### src/rtl/uart_tx_feeder.sv
// rtl/uart_tx_feeder.sv - FIFO-buffered byte launcher for the UART wrapper send/is_sending handshake
// Bytes queue in a sync FIFO; each is launched with a 1-cycle pulse, tracked through is_sending, then spaced by a gap.
module uart_tx_feeder #(
  parameter int AW            = 4,
  parameter int GAP_CYCLES    = 2,
  parameter int START_TIMEOUT = 15
) (
  input  logic          clk,
  input  logic          rst,
  input  logic          wr_en,
  input  logic [7:0]    wr_data,
  output logic          full,
  output logic          empty,
  output logic [AW:0]   level,
  output logic          uart_send,
  output logic [7:0]    uart_data,
  input  logic          uart_busy,
  output logic          busy,
  output logic [15:0]   bytes_sent,
  output logic          overflow,
  output logic          timeout_err
);
  localparam int DEPTH = 1 << AW;
  localparam int TW    = $clog2(START_TIMEOUT + 1);
  localparam int GW    = (GAP_CYCLES > 1) ? $clog2(GAP_CYCLES) : 1;

  typedef enum logic [1:0] {IDLE, WAIT_UP, WAIT_DOWN, GAP} state_t;

  // With no gap configured, a finished or abandoned byte returns straight to IDLE.
  localparam state_t AFTER_BYTE = (GAP_CYCLES == 0) ? IDLE : GAP;

  state_t          state;
  state_t          state_next;
  logic [7:0]      mem [DEPTH];
  logic [AW-1:0]   wr_ptr;
  logic [AW-1:0]   rd_ptr;
  logic [TW-1:0]   tcnt;
  logic [GW-1:0]   gcnt;
  logic            pop;
  logic            push;
  logic            timeout_hit;
  logic            tx_done;

  assign full  = (level == (AW + 1)'(DEPTH));
  assign empty = (level == '0);
  assign busy  = (state != IDLE) || !empty;

  always_ff @(posedge clk) begin
    if (rst) state <= IDLE;
    else     state <= state_next;
  end

  always_comb begin
    state_next = state;
    case (state)
      IDLE:      if (!empty) state_next = WAIT_UP;
      WAIT_UP:   if (uart_busy) state_next = WAIT_DOWN;
                 else if (timeout_hit) state_next = AFTER_BYTE;
      WAIT_DOWN: if (!uart_busy) state_next = AFTER_BYTE;
      GAP:       if (gcnt == GW'(GAP_CYCLES - 1)) state_next = IDLE;
      default:   state_next = IDLE;
    endcase
  end

  always_comb begin
    pop         = (state == IDLE) && !empty;
    push        = wr_en && (!full || pop);
    timeout_hit = (state == WAIT_UP) && !uart_busy && (tcnt == TW'(START_TIMEOUT - 1));
    tx_done     = (state == WAIT_DOWN) && !uart_busy;
  end

  always_ff @(posedge clk) begin
    if (push) mem[wr_ptr] <= wr_data;
  end

  always_ff @(posedge clk) begin
    if (rst) begin
      wr_ptr      <= '0;
      rd_ptr      <= '0;
      level       <= '0;
      uart_send   <= 1'b0;
      uart_data   <= 8'h00;
      bytes_sent  <= 16'h0000;
      overflow    <= 1'b0;
      timeout_err <= 1'b0;
      tcnt        <= '0;
      gcnt        <= '0;
    end else begin
      if (push) wr_ptr <= wr_ptr + 1'b1;
      if (pop)  rd_ptr <= rd_ptr + 1'b1;
      if (push && !pop)      level <= level + 1'b1;
      else if (pop && !push) level <= level - 1'b1;
      if (wr_en && !push) overflow <= 1'b1;

      uart_send <= pop;
      if (pop) begin
        uart_data <= mem[rd_ptr];
        tcnt      <= '0;
      end else if ((state == WAIT_UP) && !uart_busy && !timeout_hit) begin
        tcnt <= tcnt + 1'b1;
      end

      if (timeout_hit) timeout_err <= 1'b1;
      if (tx_done)     bytes_sent  <= bytes_sent + 1'b1;

      if (tx_done || timeout_hit) gcnt <= '0;
      else if (state == GAP)      gcnt <= gcnt + 1'b1;
    end
  end
endmodule

### config.mk
export PLATFORM = sky130hd
export DESIGN_NAME = uart_tx_feeder
export DESIGN_NICKNAME = d
export VERILOG_FILES = /design/src/rtl/uart_tx_feeder.sv
export SDC_FILE = /design/constraint.sdc
export NUM_CORES = 1
export LEC_CHECK = 0
export ABC_AREA = 1
export BUFFER_PORTS_ARGS = -buffer_cell sky130_fd_sc_hd__buf_4
export CORE_ASPECT_RATIO = 1.25
export CORE_MARGIN = 2
export CORE_UTILIZATION = 45
export DETAILED_ROUTE_END_ITERATION = 10
export SLEW_MARGIN = 15
export SYNTH_ARGS = -nofsm -noshare
export SYNTH_HDL_FRONTEND = slang
export SYNTH_SLANG_ARGS = --single-unit
### constraint.sdc
create_clock -name clk -period 4.5 [get_ports clk]
set_input_delay 0.45 -clock clk [delete_from_list [all_inputs] [get_ports clk]]
set_output_delay 0.45 -clock clk [all_outputs]
set_load 0.01 [all_outputs]
==> out/results.tsv <==
metric	value	unit
grt_pass1_wl	27800	microns
fin_crit_sh	53.9	%
max_slew.worst_pin.slew	1.14	ns
ant_nets	0	
outcome	complete, no violations	
dp.cells	1088	
coreArea	17300	sq um
setup_tns	0	ns
reg2reg_from	state[0]	
synth-async-reset-ratio	0	%
cap_violations	0	
core.rowCount	54	
post_cts.repair.setup_buffers	0	
startpoint	state[0]	
final_max_slew_viol_count	0	
dpl-instance-area	8360	sq um
syn_area_per_cell	9.36	sq um
cp_max_fo	9	
clk_latency	0.42	ns
layout_common_cells	nand2_1 (244), inv_1 (131), edfxtp_1 (128)	
synth-seq-cells	175	
grt_start_max_net_pins	66	
numCtsBuffers	17	
wl_per_cell	15.8	microns
synth-main-ff-cell	edfxtp_1	
finalHoldWorstSlack	0.324	ns
routed_wl	17600	microns
ff2ff_setup_slack	2.08	ns
synth_top_cell_area_share	48.7	%
ioPinCount	47	
synth_edf_count	128	
drcViolationCount	0	
finClkSkew	0.00643	ns
finish.instance_area	8940	sq um
finalSetupViolCount	0	
die_h	152	microns
synth.area.top_cells	edfxtp_1 (49%), dfxtp_1 (12%), nand2_1 (12%)	
tritoncts	yes	
min_from	wr_en	
rsz0062_at_grt	false	
antenna_found_initial	0	
relSlewSlack	23.6	%
critPathCaptureType	flop	
die_x	122	microns
htree_levels	4	
ir_worst_vdd	268	uV
max_freq	413	MHz
cts_hold_buf	0	
initial_core_util	45.7	%
stdcell_count	1117	
hold_class	in2reg	
crit_required	4.87	ns
synth_nets	873	
dp_hpwl	11100	microns
drive_above_1_share	11.6	%
grt_remaining_overflow	0	
antennaDiodeCount	0	
powerDensity	521	nW/um^2
fin_nets	912	
gp_congestion	0.764	
hold_viol_final	0	
grt_pass1_vias	5247	
area_growth	13.2	%
drt-initial-drc-count	428	
track_usage	19.9	%
synth_cells	844	
final_common_cell	nand2_1	
die-area	18600	sq um
dr.pass1.iters	8	
dr_total_vias	5516	
cts.sinks	175	
cp_data_arrival_time	2.79	ns
syn_area	7900	sq um
criticalPathCategory	reg2reg	
ctsResizeCount	0	
synth.largest_area_cell	edfxtp_1	
synth.distinct_cells	36	
vias_per_cell	4.94	
root_buffer	clkbuf_16	
crit_path_start_kind	flop	
portBuffers	46	
cts.reportedPaths.clkPinSlew	0.06	ns
finalCriticalPeriod	2.42	ns
seq_area_frac_synth	60.6	%
ys.warnings.count	0	
clockBufferDepth	2	
p_leak	3.84	nW
metal layers:
metal / wire length (microns) / part of all wire, % / GRT usage [%] / up-vias
met5: 0 / 0 / 0 / -
met4: 453 / 2.6 / 7.44 / 0
met3: 621 / 3.5 / 3.90 / 30
met2: 8960 / 51 / 34.0 / 130
met1: 7580 / 43 / 24.6 / 2578
li1: - / - / - / 2778
per-stage QoR:
stage	setup slack, ns	utilization [%]	power, mW
after floorplan	2.31	-	2.85
after global placement	2.16	48.3	3.21
after detailed placement	2.08	48.3	3.22
after CTS	2.06	51.7	4.70
after global routing	1.82	51.7	4.93
final	2.08	51.7	4.66
where the power goes:
part           switching (mW)  internal [mW]
combinational           0.837          0.426
clock                   0.574          0.911
sequential             0.0741           1.83
total                    1.48           3.17
synthesized netlist by cell type (6+ instances only):
| library cell | instances |
|---|---|
| inv_2 | 7 |
| nor2_1 | 47 |
| nor2_2 | 6 |
| edfxtp_1 | 128 |
| ha_1 | 16 |
| nand2_1 | 244 |
| a21oi_1 | 21 |
| buf_4 | 8 |
| dfxtp_1 | 47 |
| nand3_1 | 108 |
| nand2_2 | 7 |
| buf_2 | 14 |
| inv_1 | 131 |
| o21ai_0 | 15 |
| nor3_1 | 6 |
layout make-up:
| cell class | count | area [sq um] |
|---|---|---|
| Fill cell | 1652 | 8360 |
| Sequential cell | 175 | 4790 |
| Multi-Input combinational cell | 501 | 2400 |
| Inverter | 139 | 522 |
| Clock buffer | 19 | 433 |
| Timing Repair Buffer | 49 | 368 |
| Tap cell | 224 | 280 |
| Clock inverter | 10 | 146 |
kinds of logic (layout without fill, tap and decap cells):
group,after synthesis,after routing,synth area share [%]
fa+ha+maj,17,17,2.79
compound gates,44,44,2.98
flops,175,175,60.6
xor+xnor,9,9,0.998
buf+inv,168,217,9.06
simple gates,431,431,23.6
path summary, 6_finish.rpt:
check                      end  cells past startpoint
setup / recovery      level[3]                     13
setup reg to reg      level[3]                     13
hold reg to reg   uart_data[1]                      2
hold / removal        overflow                      3
state kept, by name, summed over array words and instances, names as in the netlist:
register and cells:
bytes_sent 16, gcnt 1, level 5, mem 128
overflow 1, rd_ptr 4, state 2, tcnt 4
timeout_err 1, uart_data 8, uart_send 1, wr_ptr 4
critical path, cell delays in order (launching register included):
cell and delay, ns:
dfxtp_1 0.42, inv_1 0.09, ha_1 0.24, inv_1 0.11, nand2_2 0.08, nand2_4 0.11, inv_2 0.09, ha_1 0.22
inv_1 0.14, ha_1 0.30, a21oi_1 0.20, nand3_1 0.09, a31o_2 0.23, inv_1 0.04
(Power assumes the default switching activity.)
